### config.mk
export PLATFORM = sky130hd
export DESIGN_NAME = saturating_mul_by_pot_pipe
export DESIGN_NICKNAME = d
export VERILOG_FILES = /design/src/rtl/npu_fixedpoint_pkg.sv /design/src/rtl/sat_shift_left.sv /design/src/rtl/saturating_mul_by_pot_pipe.sv
export SDC_FILE = /design/constraint.sdc
export NUM_CORES = 1
export LEC_CHECK = 0
export BUFFER_PORTS_ARGS = -buffer_cell sky130_fd_sc_hd__buf_2
export CORE_ASPECT_RATIO = 0.8
export CORE_UTILIZATION = 42
export CTS_BUF_LIST = sky130_fd_sc_hd__clkbuf_4 sky130_fd_sc_hd__clkbuf_8 sky130_fd_sc_hd__clkbuf_16
export DETAILED_ROUTE_END_ITERATION = 16
export PLACE_DENSITY = 0.61
export SETUP_SLACK_MARGIN = 0.5
export SYNTH_ARGS = -nofsm -noshare
export SYNTH_HDL_FRONTEND = slang
export SYNTH_HIERARCHICAL = 1
export SYNTH_SLANG_ARGS = --single-unit
### constraint.sdc
create_clock -name clk -period 7.79 [get_ports clk]
set_input_delay 2.337 -clock clk [delete_from_list [all_inputs] [get_ports clk]]
set_output_delay 2.337 -clock clk [all_outputs]
set_load 0.03 [all_outputs]
### src/rtl/npu_fixedpoint_pkg.sv
// Shared fixed-point definitions for the requantization datapath
// (rounding divide-by-POT and saturating multiply-by-POT stages).
package npu_fixedpoint_pkg;

  localparam int DEFAULT_DATA_WIDTH = 32;
  localparam int DEFAULT_EXP_WIDTH  = 5;

  localparam logic [31:0] INT32_MAX = 32'h7FFF_FFFF;
  localparam logic [31:0] INT32_MIN = 32'h8000_0000;

  typedef struct packed {
    logic [DEFAULT_DATA_WIDTH-1:0] result;
    logic                          sat;
  } sat_result_t;

endpackage

### src/rtl/sat_shift_left.sv
// Combinational x * 2^exponent with signed saturation to the data width.
module sat_shift_left
  import npu_fixedpoint_pkg::*;
#(
  parameter int DATA_WIDTH = DEFAULT_DATA_WIDTH,
  parameter int EXP_WIDTH  = DEFAULT_EXP_WIDTH
) (
  input  logic [DATA_WIDTH-1:0] x_i,
  input  logic [EXP_WIDTH-1:0]  exponent_i,
  output logic [DATA_WIDTH-1:0] result_o,
  output logic                  sat_o
);

  localparam logic [DATA_WIDTH-1:0] MAX_VAL = {1'b0, {(DATA_WIDTH-1){1'b1}}};
  localparam logic [DATA_WIDTH-1:0] MIN_VAL = {1'b1, {(DATA_WIDTH-1){1'b0}}};

  logic [EXP_WIDTH-1:0]  hi_shamt;
  logic [DATA_WIDTH-1:0] hi;
  logic [DATA_WIDTH-1:0] lo;

  // NOTE: every output gets a default before the if-chain so no latch is inferred.
  always_comb begin
    // For e >= 1 the bound 2^(W-1-e) stays below 2^(W-1), so it never overflows;
    // the lower bound is its two's-complement mirror, -(hi+1) == ~hi.
    hi_shamt = EXP_WIDTH'(DATA_WIDTH - 1) - exponent_i;
    hi       = (DATA_WIDTH'(1) << hi_shamt) - DATA_WIDTH'(1);
    lo       = ~hi;
    result_o = x_i << exponent_i;
    sat_o    = 1'b0;
    if (exponent_i == '0) begin
      result_o = x_i;
    end else if ($signed(x_i) > $signed(hi)) begin
      result_o = MAX_VAL;
      sat_o    = 1'b1;
    end else if ($signed(x_i) < $signed(lo)) begin
      result_o = MIN_VAL;
      sat_o    = 1'b1;
    end
  end

endmodule

### src/rtl/saturating_mul_by_pot_pipe.sv
// Two-stage valid/ready pipeline around sat_shift_left with last passthrough
// and a sticky saturation-event counter.
module saturating_mul_by_pot_pipe
  import npu_fixedpoint_pkg::*;
#(
  parameter int DATA_WIDTH    = DEFAULT_DATA_WIDTH,
  parameter int EXP_WIDTH     = DEFAULT_EXP_WIDTH,
  parameter int SAT_CNT_WIDTH = 16
) (
  input  logic                     clk,
  input  logic                     rst,
  input  logic                     in_valid,
  output logic                     in_ready,
  input  logic [DATA_WIDTH-1:0]    in_x,
  input  logic [EXP_WIDTH-1:0]     in_exponent,
  input  logic                     in_last,
  output logic                     out_valid,
  input  logic                     out_ready,
  output logic [DATA_WIDTH-1:0]    out_result,
  output logic                     out_saturated,
  output logic                     out_last,
  output logic [SAT_CNT_WIDTH-1:0] sat_count,
  input  logic                     sat_count_clr
);

  logic                     s1_valid_q, s1_valid_d;
  logic [DATA_WIDTH-1:0]    s1_result_q, s1_result_d;
  logic                     s1_sat_q, s1_sat_d;
  logic                     s1_last_q, s1_last_d;
  logic                     s2_valid_q, s2_valid_d;
  logic [DATA_WIDTH-1:0]    s2_result_q, s2_result_d;
  logic                     s2_sat_q, s2_sat_d;
  logic                     s2_last_q, s2_last_d;
  logic [SAT_CNT_WIDTH-1:0] sat_count_q, sat_count_d;

  logic [DATA_WIDTH-1:0] shift_result;
  logic                  shift_sat;
  logic                  s2_load;
  logic                  in_accept;

  sat_shift_left #(
    .DATA_WIDTH (DATA_WIDTH),
    .EXP_WIDTH  (EXP_WIDTH)
  ) u_sat_shift_left (
    .x_i        (in_x),
    .exponent_i (in_exponent),
    .result_o   (shift_result),
    .sat_o      (shift_sat)
  );

  // S1 drains whenever S2 is empty or S2 is being consumed this cycle.
  assign s2_load   = s1_valid_q && (!s2_valid_q || out_ready);
  assign in_ready  = !s1_valid_q || s2_load;
  assign in_accept = in_valid && in_ready;

  always_comb begin
    s1_valid_d  = s1_valid_q;
    s1_result_d = s1_result_q;
    s1_sat_d    = s1_sat_q;
    s1_last_d   = s1_last_q;
    s2_valid_d  = s2_valid_q;
    s2_result_d = s2_result_q;
    s2_sat_d    = s2_sat_q;
    s2_last_d   = s2_last_q;
    sat_count_d = sat_count_q;

    if (s2_load) begin
      s2_valid_d  = 1'b1;
      s2_result_d = s1_result_q;
      s2_sat_d    = s1_sat_q;
      s2_last_d   = s1_last_q;
    end else if (out_ready) begin
      s2_valid_d  = 1'b0;
    end

    if (in_accept) begin
      s1_valid_d  = 1'b1;
      s1_result_d = shift_result;
      s1_sat_d    = shift_sat;
      s1_last_d   = in_last;
    end else if (s2_load) begin
      s1_valid_d  = 1'b0;
    end

    // Clear has priority over a coincident increment; the count sticks at all-ones.
    if (sat_count_clr) begin
      sat_count_d = '0;
    end else if (s2_valid_q && out_ready && s2_sat_q && (sat_count_q != '1)) begin
      sat_count_d = sat_count_q + 1'b1;
    end
  end

  // NOTE: sequential state uses non-blocking assignments so all registers update together.
  always_ff @(posedge clk) begin
    if (rst) begin
      s1_valid_q  <= 1'b0;
      s1_result_q <= '0;
      s1_sat_q    <= 1'b0;
      s1_last_q   <= 1'b0;
      s2_valid_q  <= 1'b0;
      s2_result_q <= '0;
      s2_sat_q    <= 1'b0;
      s2_last_q   <= 1'b0;
      sat_count_q <= '0;
    end else begin
      s1_valid_q  <= s1_valid_d;
      s1_result_q <= s1_result_d;
      s1_sat_q    <= s1_sat_d;
      s1_last_q   <= s1_last_d;
      s2_valid_q  <= s2_valid_d;
      s2_result_q <= s2_result_d;
      s2_sat_q    <= s2_sat_d;
      s2_last_q   <= s2_last_d;
      sat_count_q <= sat_count_d;
    end
  end

  assign out_valid     = s2_valid_q;
  assign out_result    = s2_result_q;
  assign out_saturated = s2_sat_q;
  assign out_last      = s2_last_q;
  assign sat_count     = sat_count_q;

endmodule

# Word level (Yosys, flattened, before mapping)
# Index checks and enable logic that the tools add are counted.
[totals] register_bits=86 output_inout_bits=52 input_bits=43 word_cells=41
[op_classes] n_eq_ne=1 magnitude_cmp=2 addsub=3 n_shift=2 n_reduce_logical=13 n_mux=10 bitwise_logic=1
[ops] cell="32-bit 2-to-1 mux" count=3
[ops] cell="32-bit greater-than comparator" count=1
[ops] cell="32-bit < comparator" count=1
[ops] cell="32-bit NOT" count=1
[ops] cell="1-bit by 5-bit << shifter with 32-bit output, first input constant" count=1
[ops] cell="32-bit by 5-bit << shifter with 32-bit output" count=1
[ops] cell="32-bit by 2-bit subtractor with 32-bit output, second input constant" count=1
[ops] cell="16-bit by 1-bit adder with 16-bit output, second input constant" count=1
[ops] cell="16-bit inequality test, second input constant" count=1
[ops] cell="1-bit 2-to-1 mux" count=7
[ops] cell="1-bit logical AND" count=5
[ops] cell="5-bit zero test" count=1
[ops] cell="5-bit subtractor, first input constant" count=1
[ops] cell="2-bit nonzero test" count=2
[ops] cell="1-bit zero test" count=2
[ops] cell="1-bit logical OR" count=2
[ops] cell="2-bit OR reduction" count=1

# Longest topological paths before layout
[logic_depth] ltp_word=8 mapped_depth=25 depth_no_buf=21

# Hierarchy
# Netlist, hierarchy kept.
[modules_own_cells] module="sat_shift_left" cells_per_inst=589 area_each_um2=4300.4 seq_area_each_um2=0.0 n_inst=1
[modules_own_cells] module="saturating_mul_by_pot_pipe" cells_per_inst=406 area_each_um2=3229.3 seq_area_each_um2=1721.7 n_inst=1

# Worst setup path before layout
# Ideal clock, no wire load.
[synth_timing] kind="input-to-reg" from="input port in_exponent[1]" to="register s1_result_q[14]" setup_time_ns=0.132 path_stages=24 t_required_ns=7.658 n_path_buf=6 t_arrival_ns=6.130 path_slack_ns=1.528 cell_sequence="buf_6 buf_8 buf_6 buf_2 buf_1 nand3_1 ha_1 nor2_1 a21oi_1 nor2_1 a21oi_1 o21ai_0 inv_1 ha_1 nor4bb_1 nand3_1 nor4_1 a21o_1 a21oi_2 nor3_4 buf_4 o32ai_1 nand2_1 a21oi_1"
[synth_between] elab_chain_len=8 elab_cells_between_ends=11 cone_classes="add/sub (2); order compare (2); shift (2); mux (3); bitwise (1); reduce/logical (1)"
[synth_rtl] item="start: declaration" line="saturating_mul_by_pot_pipe.sv:15" source="input logic [EXP_WIDTH-1:0] in_exponent,"
[synth_rtl] item="5-bit subtractor" line="sat_shift_left.sv:25" source="hi_shamt = EXP_WIDTH'(DATA_WIDTH - 1) - exponent_i;"
[synth_rtl] item="1-bit by 5-bit << shifter with 32-bit output" line="sat_shift_left.sv:26" source="hi = (DATA_WIDTH'(1) << hi_shamt) - DATA_WIDTH'(1);"
[synth_rtl] item="32-bit by 2-bit subtractor with 32-bit output" line="sat_shift_left.sv:26"
[synth_rtl] item="32-bit NOT" line="sat_shift_left.sv:27" source="lo = ~hi;"
[synth_rtl] item="32-bit < comparator" line="sat_shift_left.sv:35" source="end else if ($signed(x_i) < $signed(lo)) begin"
[synth_rtl] item="32-bit 2-to-1 mux" line="sat_shift_left.sv:35"
[synth_rtl] item="32-bit 2-to-1 mux" line="sat_shift_left.sv:32" source="end else if ($signed(x_i) > $signed(hi)) begin"
[synth_rtl] item="32-bit 2-to-1 mux *" line="sat_shift_left.sv:30" source="if (exponent_i == '0) begin"
[synth_rtl] item="net shift_result[14]" line="saturating_mul_by_pot_pipe.sv:36" source="logic [DATA_WIDTH-1:0] shift_result;"
[synth_rtl] item="end signal: assignment" line="saturating_mul_by_pot_pipe.sv:107" source="s1_result_q <= s1_result_d;"
[synth_rtl] item="end: declaration" line="saturating_mul_by_pot_pipe.sv:27" source="logic [DATA_WIDTH-1:0] s1_result_q, s1_result_d;"
# The timed path passes the listed nets; every way through them passes the cells marked *.
# A chain may end at the register's enable or synchronous reset.

# Worst setup path after layout
[layout_timing] from="input port in_exponent[4]" to="register s1_result_q[8]"
# Same word-level chain as after synthesis.

==> results.cfg <==
[global_routing]
grt_first_pass_wirelength_um = 37200
antenna_found_initial = 0
grt_usage_pct = 25.8
grt_max_degree = 75
grt_pass1_vias = 6912
overflow = 0

[die]
rows = 43
pin_count = 95
die_h_um = 122
start_util_pct = 43.2
die-width_um = 152
die-area_sq_um = 18500
design.core.area_sq_um = 17400

[sta]
rsz0062_at_grt = no
setup-violations-final = 0
tightest_slew_ns = 1.15
skew_ns = 0.00639
relSlewSlack_pct = 23.4
hold_viol = 0
hold_slack_ns = 0.451
fin_crit_sh_pct = 86.9
report.final.slew_viol_count = 0
period_needed_ns = 6.77
tns_ns = 0
fmax_ghz = 0.148

[synthesis]
synth_top_family_by_area = simple AND/OR/NAND/NOR gates
synth_most_common_cell = nand2_1
synth-seq-cells = 86
postSynthAreaPerCell_sq_um = 7.57
synth_cell_types = 81
synth_fa_ha_area_share_pct = 13.0
synth-edff-count = 0
synth_mux_area_share_pct = 11.2
seq_area_frac_synth_pct = 22.9
syn_area_sq_um = 7530
yosys.area.top_type = dfxtp_1
synth_common_cells = 228 x nand2_1, 128 x a21oi_1, 86 x dfxtp_1
synth_compound_area_share_pct = 20.2
syn_inst = 995
yosys-top-cells-area = dfxtp_1 23%, ha_1 13%, nand2_1 11%
synth_top_area_share_pct = 22.9
synth-main-ff-cell = dfxtp_1
synth-xor-area-share_pct = 0.116
synthSimpleGateAreaFrac_pct = 25.6
async_reset_ff_share_pct = 0
synth_warnings = 6

[run]
maxCapViolations = 0

[worst_setup_path]
required_ns = 7.98
crit_buf_inv = 4
reg2regPathDepth = 5
cp_num_cells = 21
startpoint_type = input pin
crit_path_top_delay_cell = nor4_1
path_cells = buf_2, nand3_1, inv_1, nand3_1, ha_1, inv_1, nor2_1, a21oi_1, nor3_1, a21o_1, ha_1, nor4b_2, nand4_1, nor4_1, a21o_1, a21oi_2, nor3_4, buf_4, o21ai_0, nand2_1, a21oi_1
cpPeakStageDelay_ns = 0.70
crit_fanout = 25
setup.worst_path.class = input pin to flip-flop
critical_path_arrival_ns = 6.96
crit_family = simple AND/OR/NAND/NOR gates
setup.worst_path.end_class = flip-flop

[route]
drt-pass1-iter-count = 5
drcViolationCount = 0
drt_wl_total_um = 23300
routedWlPerCell_um = 18.1
viasPerCell = 5.88
drt_iter0_markers = 802
final_antenna_net_count = 0
via_count = 7573

[finish]
areaGrowthSynthToFinish_pct = 12.1
drive_gt1_share_pct = 16.9
layout.nets = 1178
nFillCells = 1813
finalNonFillerCells = 1287
diodes = 0

[clocking]
clk_pin_slew_worst_paths_ns = 0.06
numClockSinks = 86
postCtsResizedCells = 0
numCtsBuffers = 9
cts_hold_buf = 0
h-tree-depth = 3
cts_root_buf = clkbuf_16
cts_buffer_depth = 2
clk_latency_ns = 0.34
cts_setup_buffers = 0
tritoncts = yes

[placed_design]
place_inst = 1271
gp_congestion = 0.967
hpwl_um = 17500
portBuffers = 94

[worst_hold_path]
holdCritPathClass = flip-flop to flip-flop
min_path_cells = 2

[pwr]
p_leak_uw = 0.00374
p_per_area_nw_per_um2 = 161
peakVddDrop_uv = 124

[status]
status = finished, final reports clean
per-stage QoR:
stage	setup WS [ns]	instance area (sq um)	util, %	power (uW)
6_report	1.02	8440	48.4	1360
3_5_place_dp	0.849	8090	46.4	866
4_1_cts	1.18	8440	48.4	1360
2_1_floorplan	1.53	7530	-	756
3_3_place_gp	0.924	8090	46.4	865
5_1_grt	0.727	8440	48.4	1430
final cells by class:
cell class              count  area [sq um]  area share [%]
well taps                 225           282            3.34
inverters                  46           173            2.05
clock buffers               9           225            2.67
clock inverters             7           121            1.44
repair buffers            115           628            7.44
flip-flops and latches     86          1720            20.4
multi-input cells         799          5290            62.7
cell usage in the layout (no fill, tap or decap), types with 21 or more instances in the layout:
master / Yosys / routed
buf_2: 5 / 94
mux2i_1: 26 / 26
o21ai_0: 30 / 30
nand3_1: 27 / 27
inv_1: 45 / 45
dfxtp_1: 86 / 86
mux4_2: 22 / 22
a21oi_1: 128 / 127
buf_4: 5 / 21
nand2_1: 228 / 228
nor2_1: 64 / 64
ha_1: 78 / 78
tightest hold or removal path: cells and delay by family, from the launching register on:
family          cells  cell delay (ns)
compound gates      1             0.05
flops               1             0.31
simple gates        1             0.05
sequential cells by signal (all words and copies together) (netlist names):
name / cells
s1_last_q: 1
out_last: 1
sat_count: 16
s1_sat_q: 1
s1_result_q: 32
out_saturated: 1
s1_valid_q: 1
out_valid: 1
out_result: 32
where the power goes:
part,leakage (uW),internal [uW],switching (uW)
Sequential,0.000701,464,13.0
Clock,0.000170,315,180
Combinational,0.00286,145,244
Total,0.00374,923,436
final timing paths:
path                  startpoint             end  slack (ns)
hold reg to reg   s1_result_q[6]   out_result[6]        0.45
setup reg to reg       out_valid   out_result[5]        5.87
setup / recovery  in_exponent[4]  s1_result_q[8]        1.02
hold / removal    s1_result_q[6]   out_result[6]        0.45
metal layers:
metal	track usage (%)	vias to the layer above	part of all wire, %
li1	-	3663	-
met1	39.6	3557	49
met2	35.8	337	40
met3	6.59	16	10
met4	4.33	0	0.77
met5	0	-	0
kinds of logic after synthesis:
logic type	Yosys count
AO/OA/AOI/OAI	248
flip-flops	86
adder cells (fa/ha/maj)	78
other	2
AND/OR/NAND/NOR	416
buffers and inverters	111
XOR/XNOR	1
multiplexers	53
Note: power is estimated with default switching activity, not from simulation.
